[src/rtl/ctrl_ajuste_relogio.sv]
// Time-set controller: conditions the mode/inc pushbuttons and runs the RUN/SET_H/SET_M FSM
// that drives the increment pulses, the seconds gate and the blink mask.

module ctrl_ajuste_relogio_deb #(
  parameter int DEB_CYC = 500000
) (
  input  logic clk,
  input  logic rst,
  input  logic i_btn_n,
  output logic o_press,
  output logic o_held
);
  localparam int DW = $clog2(DEB_CYC + 1);

  logic          r_s1, r_s2, r_deb, r_deb_d, r_press;
  logic [DW-1:0] r_cnt;

  always_ff @(posedge clk or negedge rst) begin
    if (!rst) begin
      r_s1    <= 1'b1;
      r_s2    <= 1'b1;
      r_deb   <= 1'b1;
      r_deb_d <= 1'b1;
      r_press <= 1'b0;
      r_cnt   <= '0;
    end else begin
      r_s1    <= i_btn_n;
      r_s2    <= r_s1;
      r_deb_d <= r_deb;
      r_press <= r_deb_d & ~r_deb;
      // level accepted only after DEB_CYC consecutive disagreeing samples
      if (r_s2 == r_deb) begin
        r_cnt <= '0;
      end else if (r_cnt == DW'(DEB_CYC - 1)) begin
        r_deb <= r_s2;
        r_cnt <= '0;
      end else begin
        r_cnt <= r_cnt + 1'b1;
      end
    end
  end

  assign o_press = r_press;
  assign o_held  = ~r_deb;
endmodule

module ctrl_ajuste_relogio #(
  parameter int DEB_CYC   = 500000,
  parameter int HOLD_CYC  = 25000000,
  parameter int REP_CYC   = 5000000,
  parameter int TIMEOUT_S = 10
) (
  input  logic       clk,
  input  logic       rst,
  input  logic       tick_1s,
  input  logic       btn_mode_n,
  input  logic       btn_inc_n,
  output logic       run_en,
  output logic       inc_hora_set,
  output logic       inc_min_set,
  output logic       zera_seg,
  output logic       blink_h,
  output logic       blink_m,
  output logic [1:0] modo
);
  localparam logic [1:0] S_RUN  = 2'b00;
  localparam logic [1:0] S_SETH = 2'b01;
  localparam logic [1:0] S_SETM = 2'b10;
  localparam int TW = $clog2(TIMEOUT_S + 1);
  localparam int RMAX = (HOLD_CYC > REP_CYC) ? HOLD_CYC : REP_CYC;
  localparam int RW = $clog2(RMAX + 1);

  // index 0 = mode button, 1 = inc button
  logic [1:0] w_btn_n, w_press, w_held;
  assign w_btn_n = {btn_inc_n, btn_mode_n};

  for (genvar g = 0; g < 2; g++) begin : g_btn
    ctrl_ajuste_relogio_deb #(.DEB_CYC(DEB_CYC)) u_deb (
      .clk     (clk),
      .rst     (rst),
      .i_btn_n (w_btn_n[g]),
      .o_press (w_press[g]),
      .o_held  (w_held[g])
    );
  end

  logic [1:0]    r_st, w_nxt;
  logic [TW-1:0] r_to;
  logic [RW-1:0] r_rep_cnt;
  logic          r_ph, r_rep_on, r_rep_hold;
  logic          r_inc_h, r_inc_m, r_zera;
  logic          w_ev_mode, w_ev_inc, w_zera, w_chg, w_first, w_rep_hit, w_pulse;

  assign w_ev_mode = w_press[0];
  assign w_ev_inc  = w_press[1] & ~w_ev_mode;

  always_comb begin
    w_nxt  = r_st;
    w_zera = 1'b0;
    if (w_ev_mode) begin
      case (r_st)
        S_RUN:   w_nxt = S_SETH;
        S_SETH:  w_nxt = S_SETM;
        default: begin
          w_nxt  = S_RUN;
          w_zera = 1'b1;
        end
      endcase
    end else if (r_st != S_RUN && w_press == 2'b00 && tick_1s &&
                 r_to == TW'(TIMEOUT_S - 1)) begin
      w_nxt = S_RUN;
    end
  end

  assign w_chg     = (w_nxt != r_st);
  assign w_first   = w_ev_inc & (r_st != S_RUN);
  assign w_rep_hit = r_rep_on & w_held[1] & ~w_chg &
                     (r_rep_hold ? (r_rep_cnt == RW'(HOLD_CYC - 1))
                                 : (r_rep_cnt == RW'(REP_CYC - 1)));
  assign w_pulse   = w_first | w_rep_hit;

  always_ff @(posedge clk or negedge rst) begin
    if (!rst) begin
      r_st       <= S_RUN;
      r_to       <= '0;
      r_ph       <= 1'b0;
      r_rep_on   <= 1'b0;
      r_rep_hold <= 1'b0;
      r_rep_cnt  <= '0;
      r_inc_h    <= 1'b0;
      r_inc_m    <= 1'b0;
      r_zera     <= 1'b0;
    end else begin
      r_st    <= w_nxt;
      r_inc_h <= w_pulse & (r_st == S_SETH);
      r_inc_m <= w_pulse & (r_st == S_SETM);
      r_zera  <= w_zera;

      if (w_chg || r_st == S_RUN || w_press != 2'b00) r_to <= '0;
      else if (tick_1s)                                 r_to <= r_to + 1'b1;

      if (w_chg)        r_ph <= 1'b1;
      else if (tick_1s) r_ph <= ~r_ph;

      // repeat pulses do not count as activity, so they leave r_to alone
      if (w_first) begin
        r_rep_on   <= 1'b1;
        r_rep_hold <= 1'b1;
        r_rep_cnt  <= '0;
      end else if (!r_rep_on || !w_held[1] || w_chg) begin
        r_rep_on  <= 1'b0;
        r_rep_cnt <= '0;
      end else if (w_rep_hit) begin
        r_rep_hold <= 1'b0;
        r_rep_cnt  <= '0;
      end else begin
        r_rep_cnt <= r_rep_cnt + 1'b1;
      end
    end
  end

  assign run_en       = (r_st == S_RUN);
  assign modo         = r_st;
  assign inc_hora_set = r_inc_h;
  assign inc_min_set  = r_inc_m;
  assign zera_seg     = r_zera;
  assign blink_h      = (r_st == S_SETH) & r_ph;
  assign blink_m      = (r_st == S_SETM) & r_ph;
endmodule

[config.mk]
export PLATFORM = sky130hd
export DESIGN_NAME = ctrl_ajuste_relogio
export DESIGN_NICKNAME = d
export VERILOG_FILES = /design/src/rtl/ctrl_ajuste_relogio.sv
export SDC_FILE = /design/constraint.sdc
export NUM_CORES = 1
export LEC_CHECK = 0
export ABC_AREA = 1
export CAP_MARGIN = 5
export CORE_ASPECT_RATIO = 0.9
export CORE_MARGIN = 2
export CORE_UTILIZATION = 60
export CTS_BUF_LIST = sky130_fd_sc_hd__clkbuf_8
export DETAILED_ROUTE_END_ITERATION = 8
export GPL_TIMING_DRIVEN = 0
export PLACE_DENSITY = 0.82
export SLEW_MARGIN = 30
export SYNTH_ARGS = -nofsm -noshare
export SYNTH_HDL_FRONTEND = slang
export SYNTH_SLANG_ARGS = --single-unit
[constraint.sdc]
create_clock -name clk -period 4.02 [get_ports clk]
set_input_delay 0.804 -clock clk [delete_from_list [all_inputs] [get_ports clk]]
set_output_delay 0.804 -clock clk [all_outputs]
set_load 0.1 [all_outputs]
==> run summary <==
Status: finished, final reports clean
Routed WL per cell: 12.9 um
Starting utilization of the core area: 0.616
Slew @ Worst Pin: 972 ps
#FFs+latches synth: 85
Count of warnings emitted by yosys: 0
Commonest non-fill, non-tap cells in the layout: nor2_1, nand2_1, dfrtp_1
Starting DRC count in detailed routing: 281
Height of the die: 87.3 um
Final weighted congestion in routability-driven placement: 0.912
Total half-perimeter wirelength after legalization and detailed placement: 7090 um
Most common cell after layout, fill and taps aside: nor2_1
RSZ-0062 raised after global routing: false
Per-cell via count in the routed design: 5.29
GRT busiest layer: met2
Clock latency on the worst-skew pair: 360 ps
Cells after Synth: 621
GRT overflow: 0
CTS Hold Buffers Added: 0
Count of final max-slew check failures: 0
Number of enable flip-flop cells after synthesis: 0
Max capacitance violation total: 0
Final hold violation count: 0
Net Count, Synth: 631
Final antenna-violating net count: 0
Number of global-route vias before repair: 3,821
First-pass GRT wire length: 16,700 um
Final non-filler cell total: 746
Count of distinct cell types in the synthesized netlist: 31
Critical path peak fanout: 5
Clock tree from TritonCTS: built
Number of clock sinks: 85
CP Class: reg2out
Fin crit period: 3100 ps
Number of buffers created by CTS: 9
Global routing usage summed across all routing layers: 0.253
Max transition margin: 0.350
Critical path capture point type: output port
Fmax: 323 MHz
Pwr per Cell Area: 406 nW/um^2
Average footprint of a synthesized cell: 7.45 sq um
Synth Flop Type: dfrtp_1
# DRC: 0
Clock Skew: 11.0 ps
Total length of routed wires: 9590 um
GRT met1 Usage: 0.343
Resize count post-CTS: 0
Leakage power summed over all cells: 0.00216 uW
Tightest Hold Check Type: in2async
Max VDD drop: 278 uV
Number of rows created at floorplan: 30
Die X: 96.5 um
CTS Buffer Depth: 2
Period utilisation layout: 0.771
Sequential fraction of the synthesis area: 0.462
Grt met2 use: 0.408
Total die area: 8430 sq um
Count of buffers added by post-CTS timing repair for setup: 0
Synthesis-to-layout area growth: 10.3%
Clock-pin transition on the worst setup and hold timing paths: 100 ps
Io pins: 13
Routing usage on met3: 0.0563
Number of optimization iterations in the first detailed-route pass: 4
Pin count of the biggest net entering global routing: 50
Count of H-tree levels built during CTS: 3
Setup TNS: 0 ps
Buffers on Ports: 12
Antenna Diode Count: 0
CTS root buf: clkbuf_8
Number of antenna violations at the first check in global routing: 0
Post-synth design cell area: 4620 sq um
Critical path data required time: 3220 ps
Crit path DAT: 2300 ps
Critical path launch point type: flip-flop
Vias after detailed routing: 3,946
Placed cells: 730
Asr flop ratio synth: 1.00
Fraction of layout cells with a size suffix above 1: 0.0708
# nets final: 655
Core footprint: 7510 sq um
Count of endpoints failing setup in the final report: 0
## final timing paths
| check | to | startpoint | cells after the start | slack, ps |
|---|---|---|---|---|
| max | blink_h | modo[1] | 4 | 920 |
| min | r_rep_cnt[15] | rst | 1 | 330 |
| max reg2reg | g_btn[1].u_deb.r_cnt[8] | g_btn[1].u_deb.r_cnt[0] | 6 | 2170 |
| min reg2reg | g_btn[1].u_deb.r_s2 | g_btn[1].u_deb.r_s1 | 0 | 360 |
| max in group asynchronous | g_btn[1].u_deb.r_deb | rst | 2 | 3080 |
| min in group clk | g_btn[1].u_deb.r_s2 | g_btn[1].u_deb.r_s1 | 0 | 360 |
## critical path, stage by stage, from the launching register on
cell and delay, ps:
dfrtp_1 460, inv_1 120, nand2_1 100, nor2_1 120, clkdlybuf4s50_1 1140
## per-stage QoR
stage | hold WS, ps | cell area, sq um | util | worst slack (ps) | total power [uW]
2_1_floorplan | 345 | 4620 | - | 760 | 1330
3_5_place_dp | 350 | 4890 | 0.652 | 1310 | 1460
4_1_cts | 328 | 5100 | 0.680 | 894 | 2100
3_3_place_gp | 346 | 4860 | 0.648 | -766 | 1440
5_1_grt | 338 | 5100 | 0.680 | 825 | 2170
6_report | 334 | 5100 | 0.680 | 920 | 2070
## cell usage after synthesis (all sizes together), types with 3 or more instances
| library cell | instances | area share |
|---|---|---|
| nand3b | 3 | 0.0049 |
| xor2 | 26 | 0.049 |
| a21oi | 7 | 0.0076 |
| nand4 | 12 | 0.016 |
| o21ai | 4 | 0.0043 |
| xnor2 | 12 | 0.023 |
| nand3 | 42 | 0.049 |
| ha | 5 | 0.014 |
| inv | 68 | 0.055 |
| dfrtp | 77 | 0.42 |
| nand2 | 145 | 0.12 |
| nor3 | 15 | 0.017 |
| nor2 | 183 | 0.16 |
| buf | 3 | 0.0060 |
| dfstp | 8 | 0.045 |
## layout make-up
| cell class | count | area (sq um) |
|---|---|---|
| sequential | 85 | 2140 |
| inverter | 68 | 255 |
| timing repair buffer | 13 | 149 |
| clock buffer | 10 | 138 |
| clock inverter | 6 | 70.1 |
| tap | 96 | 120 |
| buffer | 5 | 35.0 |
| multi-input combinational | 463 | 2200 |
| fill | 616 | 2410 |
## cell families after synthesis
| logic type | count (synthesis) | synth area share |
|---|---|---|
| flops | 85 | 0.462 |
| buf+inv | 73 | 0.0628 |
| fa+ha+maj | 5 | 0.0135 |
| xor+xnor | 38 | 0.0720 |
| compound gates | 16 | 0.0200 |
| simple gates | 404 | 0.370 |
## report_power, final
group	total [uW]	internal [uW]	switching (uW)
Combinational	471	136	335
Clock	630	308	322
Sequential	972	913	58.9
## flip-flops by register name, indices dropped and copies added, names as in the netlist
signal and flops:
g_btn.u_deb.r_cnt 38, r_rep_cnt 25, r_to 4, g_btn.u_deb.o_press 2, g_btn.u_deb.r_deb 2, g_btn.u_deb.r_deb_d 2, g_btn.u_deb.r_s1 2, g_btn.u_deb.r_s2 2
modo 2, inc_hora_set 1, inc_min_set 1, r_ph 1, r_rep_hold 1, r_rep_on 1, zera_seg 1
## routing by layer
| metal | wire length, um | vias up |
|---|---|---|
| li1 | - | 1971 |
| met1 | 4430 | 1850 |
| met2 | 4500 | 110 |
| met3 | 533 | 15 |
| met4 | 132 | 0 |
| met5 | 0 | - |
No activity file was read; power rests on OpenSTA's default activity.
